$ cat config.mk
export PLATFORM = sky130hd
export DESIGN_NAME = lsu_mem_ctrl
export DESIGN_NICKNAME = d
export VERILOG_FILES = /design/src/rtl/types_pkg.sv /design/src/rtl/lsu_align.sv /design/src/rtl/lsu_mem_ctrl.sv
export SDC_FILE = /design/constraint.sdc
export NUM_CORES = 1
export LEC_CHECK = 0
export ABC_CLOCK_PERIOD_IN_PS = 2600
export CAP_MARGIN = 20
export CELL_PAD_IN_SITES_DETAIL_PLACEMENT = 1
export CELL_PAD_IN_SITES_GLOBAL_PLACEMENT = 1
export CORE_AREA = 8 8 104 200
export DETAILED_ROUTE_END_ITERATION = 7
export DIE_AREA = 0 0 112 208
export HOLD_SLACK_MARGIN = 0.03
export PLACE_DENSITY_LB_ADDON = 0.25
export SLEW_MARGIN = 0
export SYNTH_ARGS = -nofsm -noshare
export SYNTH_HDL_FRONTEND = slang
export SYNTH_SLANG_ARGS = --single-unit
$ cat constraint.sdc
create_clock -name clk -period 2.6 [get_ports clk]
set_input_delay 0.52 -clock clk [delete_from_list [all_inputs] [get_ports clk]]
set_output_delay 0.52 -clock clk [all_outputs]
set_load 0.02 [all_outputs]
$ cat src/rtl/types_pkg.sv
// types_pkg: shared types and RV32I load/store size encodings for the LSU.
package types_pkg;

    typedef enum logic [2:0] {
        IDLE,
        REQ,
        WAIT,
        RESP,
        DRAIN
    } lsu_state_t;

    typedef enum logic [1:0] {
        OK         = 2'd0,
        MISALIGNED = 2'd1,
        ILLEGAL    = 2'd2,
        TIMEOUT    = 2'd3
    } lsu_err_t;

    localparam logic [2:0] F3_B  = 3'b000;
    localparam logic [2:0] F3_H  = 3'b001;
    localparam logic [2:0] F3_W  = 3'b010;
    localparam logic [2:0] F3_BU = 3'b100;
    localparam logic [2:0] F3_HU = 3'b101;

endpackage

$ cat src/rtl/lsu_align.sv
// lsu_align: request decode (legality, byte enables, lane-replicated store data)
// and load-side byte/half extraction with sign or zero extension.
module lsu_align import types_pkg::*; (
    input  logic        we,
    input  logic [2:0]  funct3,
    input  logic [1:0]  off,
    input  logic [31:0] wdata,
    output logic        illegal,
    output logic        misaligned,
    output logic [3:0]  be,
    output logic [31:0] lane_wdata,
    input  logic [2:0]  ld_funct3,
    input  logic [1:0]  ld_off,
    input  logic [31:0] rdata,
    output logic [31:0] ld_data
);

    logic [15:0] half;

    always_comb begin
        illegal    = we ? (funct3 > F3_W) : (funct3 == 3'b011 || funct3[2:1] == 2'b11);
        misaligned = (funct3[1:0] == F3_H[1:0] && off[0]) || (funct3[1:0] == F3_W[1:0] && off != 2'b00);
        be         = !we ? 4'b1111
                   : funct3[1:0] == F3_B[1:0] ? 4'b0001 << off
                   : funct3[1:0] == F3_H[1:0] ? 4'b0011 << off
                   : 4'b1111;
        lane_wdata = funct3[1:0] == F3_B[1:0] ? {4{wdata[7:0]}}
                   : funct3[1:0] == F3_H[1:0] ? {2{wdata[15:0]}}
                   : wdata;
        // Only legal, aligned loads reach here, so the half never straddles the word.
        half       = 16'(rdata >> {ld_off, 3'b000});
        ld_data    = ld_funct3 == F3_W ? rdata
                   : ld_funct3[0] ? {{16{~ld_funct3[2] & half[15]}}, half}
                   : {{24{~ld_funct3[2] & half[7]}}, half[7:0]};
    end

endmodule

$ cat src/rtl/lsu_mem_ctrl.sv
// lsu_mem_ctrl: RV32I load/store unit driving a word-addressed req/gnt/rvalid
// data-memory port, with alignment, illegal-size and timeout error reporting.
module lsu_mem_ctrl import types_pkg::*; #(
    parameter int TIMEOUT_CYCLES = 255,
    parameter int ADDR_WIDTH     = 32
) (
    input  logic                  clk,
    input  logic                  rst_n,
    input  logic                  req_valid,
    output logic                  req_ready,
    input  logic                  req_we,
    input  logic [2:0]            req_funct3,
    input  logic [ADDR_WIDTH-1:0] req_addr,
    input  logic [31:0]           req_wdata,
    output logic                  rsp_valid,
    output logic [31:0]           rsp_rdata,
    output logic [1:0]            rsp_err,
    output logic                  mem_req,
    output logic                  mem_we,
    output logic [ADDR_WIDTH-1:0] mem_addr,
    output logic [3:0]            mem_be,
    output logic [31:0]           mem_wdata,
    input  logic                  mem_gnt,
    input  logic                  mem_rvalid,
    input  logic [31:0]           mem_rdata
);

    localparam int CW = $clog2(TIMEOUT_CYCLES + 2);

    lsu_state_t            state, state_d;
    lsu_err_t              err_q, err_d;
    logic [CW-1:0]         cnt;
    logic                  drain, drain_d, timed_out;
    logic                  we_q;
    logic [2:0]            f3_q;
    logic [1:0]            off_q;
    logic [ADDR_WIDTH-1:0] addr_q;
    logic [3:0]            be_q, be;
    logic [31:0]           wdata_q, lane_wdata, ld_data, rdata_q, rdata_d;
    logic                  illegal, misaligned;

    lsu_align u_align (
        .we         (req_we),
        .funct3     (req_funct3),
        .off        (req_addr[1:0]),
        .wdata      (req_wdata),
        .illegal    (illegal),
        .misaligned (misaligned),
        .be         (be),
        .lane_wdata (lane_wdata),
        .ld_funct3  (f3_q),
        .ld_off     (off_q),
        .rdata      (mem_rdata),
        .ld_data    (ld_data)
    );

    assign timed_out = cnt >= CW'(TIMEOUT_CYCLES);
    assign req_ready = state == IDLE;
    assign rsp_valid = state == RESP;
    assign mem_req   = state == REQ;
    assign mem_we    = we_q;
    assign mem_addr  = addr_q;
    assign mem_be    = be_q;
    assign mem_wdata = wdata_q;
    assign rsp_rdata = rdata_q;
    assign rsp_err   = err_q;

    always_comb begin
        state_d = state;
        err_d   = OK;
        rdata_d = '0;
        drain_d = drain;
        case (state)
            IDLE: begin
                drain_d = 1'b0;
                if (req_valid) begin
                    state_d = (illegal || misaligned) ? RESP : REQ;
                    err_d   = illegal ? ILLEGAL : misaligned ? MISALIGNED : OK;
                end
            end
            REQ: begin
                state_d = mem_gnt ? WAIT : timed_out ? RESP : REQ;
                err_d   = TIMEOUT;
            end
            WAIT: begin
                // A granted request still owes a response, so a timeout here must drain it.
                state_d = (mem_rvalid || timed_out) ? RESP : WAIT;
                err_d   = mem_rvalid ? OK : TIMEOUT;
                rdata_d = (mem_rvalid && !we_q) ? ld_data : '0;
                drain_d = !mem_rvalid && timed_out;
            end
            RESP:    state_d = (drain && !mem_rvalid) ? DRAIN : IDLE;
            DRAIN:   state_d = mem_rvalid ? IDLE : DRAIN;
            default: state_d = IDLE;
        endcase
    end

    always_ff @(posedge clk or negedge rst_n) begin
        if (!rst_n) begin
            state   <= IDLE;
            drain   <= 1'b0;
            cnt     <= '0;
            we_q    <= 1'b0;
            f3_q    <= '0;
            off_q   <= '0;
            addr_q  <= '0;
            be_q    <= '0;
            wdata_q <= '0;
            err_q   <= OK;
            rdata_q <= '0;
        end else begin
            state <= state_d;
            drain <= drain_d;
            cnt   <= (state != REQ && state_d == REQ) ? '0
                   : (state == REQ || state == WAIT) ? cnt + CW'(1)
                   : cnt;
            if (state == IDLE && req_valid) begin
                we_q    <= req_we;
                f3_q    <= req_funct3;
                off_q   <= req_addr[1:0];
                addr_q  <= {req_addr[ADDR_WIDTH-1:2], 2'b00};
                be_q    <= be;
                wdata_q <= req_we ? lane_wdata : '0;
            end
            if (state != RESP && state_d == RESP) begin
                err_q   <= err_d;
                rdata_q <= rdata_d;
            end
        end
    end

endmodule

==> results.md, run 1 <==
- Outcome: complete, no violations
- Post-synth EDFFs: 0
- First-pass GRT wire length: 35780 um
- NumNets Final: 945
- Final wirelength: 22430 um
- Slew Limit Fails: 0
- DR pass1 iterations: 4
- Slowest library cell on the worst path: clkdlybuf4s50_1
- Largest net degree at the start of global routing: 89
- Final HPWL DP: 17210 um
- Die width: 112 um
- Buf+Inv Stages, Crit Path: 3
- Final core area utilization: 48.42%
- Yosys reg bits: 119
- Site row count: 70
- Area growth, synth to finish: 50.96%
- Pwr Density: 1241 mW/mm2
- Final worst path period share: 96.29%
- Reg clk slew, reported paths: 0.05 ns
- Final ANT Viol Nets: 0
- Antenna fix cells: 0
- CP Launch Type: register
- Crit-path max cell delay: 0.62 ns
- Synth Flop Type: dfrtp_1
- Worst Setup Path Type: register to primary output
- Slew @ Worst Pin: 0.6760 ns
- Cells after synthesis: 623
- Via/cell ratio: 5.190
- Asr flop ratio synth: 100.0%
- Most frequent cell after synthesis: nand2_1
- Die Span Y: 208 um
- Fin Clk Skew: 0.007773 ns
- Clock sink count: 119
- Cell leakage power: 3.969 nW
- Normalized max-slew margin: 54.93%
- Power, Total: 10.95 mW
- Leading area contributor after synthesis: dfrtp_1
- WL/cell: 21.10 um
- DP Area: 0.008273 mm2
- Max clock buf depth: 2
- Final setup violation count: 0
- CTS tree: yes
- Max IR drop VDD: 0.5152 mV
- Drt first-iter violations: 134
- Initial Utilization: 32.07%
- Crit path time final: 2.504 ns
- Root Driver: clkbuf_16
- Vias in the first global route: 6469
- CP endpoint kind: primary output
- Crit Path Max Fanout: 6
- RSZ-0062 raised after global routing: no
- Core area: 0.01822 mm2
- Count of different cell masters after synthesis: 51
- Most frequent cells after synthesis: 153 x nand2_1, 119 x dfrtp_1, 56 x nor2_1
- Residual DRC: 0
- # Post-CTS Setup Buffers: 0
- Post-placement cell count: 1031
- Synthesis Warnings: 0
- Required @ worst endpoint: 2.08 ns
- Sequential fraction of the synthesis area: 50.96%
- Post-Syn Area: 0.005843 mm2
- Top cells by area, synth: dfrtp_1 51%, nand2_1 9.8%, mux2i_1 6.3%
- FF-to-FF path depth: 9
- Worst Hold Class: input pin to asynchronous set/reset pin
- Fmax: 399.4 MHz
- Max-capacitance violation count: 0
- H-tree Lvls: 4
- Setup TNS: 0 ns
- Delay-heaviest family, CP: buffers and inverters
- GP Congestion: 0.8720
- Worst-path cell chain: buf_4, inv_1, and3_1, clkdlybuf4s50_1
- Clk_lat worst skew: 0.42 ns
- Port bufs: 208
- Num CTS Buffers: 17
- Post-Layout Cell Count: 1063
- WP depth: 4
- Vias: 5517
- Total GRT Usage: 19.63%
- Initial antenna violation count: 0
- Synth top area share: 50.96%
- Syn_area_per_cell: 9.379 um2
- CP Data Arrival Time: 1.98 ns
- Finished Cell Area: 0.008821 mm2
- Fraction of layout cells with a size suffix above 1: 8.264%
- Area of the die: 0.02330 mm2
- Final hold viol count: 0
- Ports: 211
- Total grt overflow: 0
==> routing by layer <==
metal | GRT usage (%) | part of all wire (%)
met5 | 0 | 0
met4 | 9.091 | 3.4
met2 | 37.66 | 56
met3 | 6.063 | 6.1
met1 | 18.25 | 35
==> per-stage QoR <==
step	worst slack [ns]	hold WS, ns
after detailed placement	-0.008120	0.4676
after global placement	0.03530	0.4525
after global routing	0.01122	0.1790
after CTS	0.008751	0.1553
after floorplan	0.4353	0.2244
final	0.09638	0.1396
==> cell usage in the layout (no fill, tap or decap), drive strengths merged, types with 22 or more instances in the layout <==
cell type / synthesis / routed
clkdlybuf4s50: 0 / 207
nand2: 153 / 153
buf: 23 / 29
clkbuf: 22 / 22
a21oi: 27 / 27
nor2: 56 / 56
a22o: 25 / 25
o21ai: 38 / 38
mux2i: 37 / 37
dfrtp: 119 / 119
==> where the power goes <==
part	total [mW]	switching [mW]	internal, mW
Clock	2.18	0.857	1.32
Combinational	5.49	3.03	2.46
Sequential	3.28	0.610	2.67
Total	11.0	4.49	6.46
==> state kept, by name, indices dropped and copies added, names as in the netlist <==
name / count
f3_q: 3
mem_addr: 30
rsp_rdata: 32
off_q: 2
cnt: 9
mem_wdata: 32
drain: 1
rsp_err: 2
state: 3
mem_be: 4
mem_we: 1
==> path summary, 6_finish.rpt <==
kind | slack [ns] | startpoint | to
setup / recovery | 0.1 | state[2] | rsp_valid
hold / removal | 0.14 | rst_n | cnt[4]
setup reg to reg | 0.20 | cnt[0] | cnt[6]
hold reg to reg | 0.47 | mem_wdata[5] | mem_wdata[5]
max in group asynchronous | 1.80 | rst_n | mem_addr[16]
min in group clk | 0.47 | mem_wdata[5] | mem_wdata[5]
==> layout make-up <==
class                   instances  area, um2
flip-flops and latches        119       2979
fillers                      2077       9397
inverters                      14      52.55
well taps                     216      270.3
clock inverters                10      80.08
repair buffers                236       2352
clock buffers                  22      454.2
multi-input cells             446       2633
==> cells by family after synthesis <==
family / after synthesis / share of synthesized area, %
xor+xnor: 6 / 0.8995
compound gates: 135 / 16.12
mux: 39 / 6.724
simple gates: 258 / 19.46
flops: 119 / 50.96
other cells: 1 / 0.06418
buf+inv: 59 / 4.475
fa+ha+maj: 6 / 1.285
==> what timing repair did <==
action,CTS,global route
endpoints found under the setup margin,1,17
endpoints found under the hold margin,0,0
gates resized for setup,1,2
hold buffers,0,0
No activity file was read; power rests on OpenSTA's default activity.
==> run 2, diff against run 1 <==
- ABC_CLOCK_PERIOD_IN_PS: 2600 -> unset
==> results of run 2 <==
No change in the layout: final DEF, timing and power equal those of run 1.
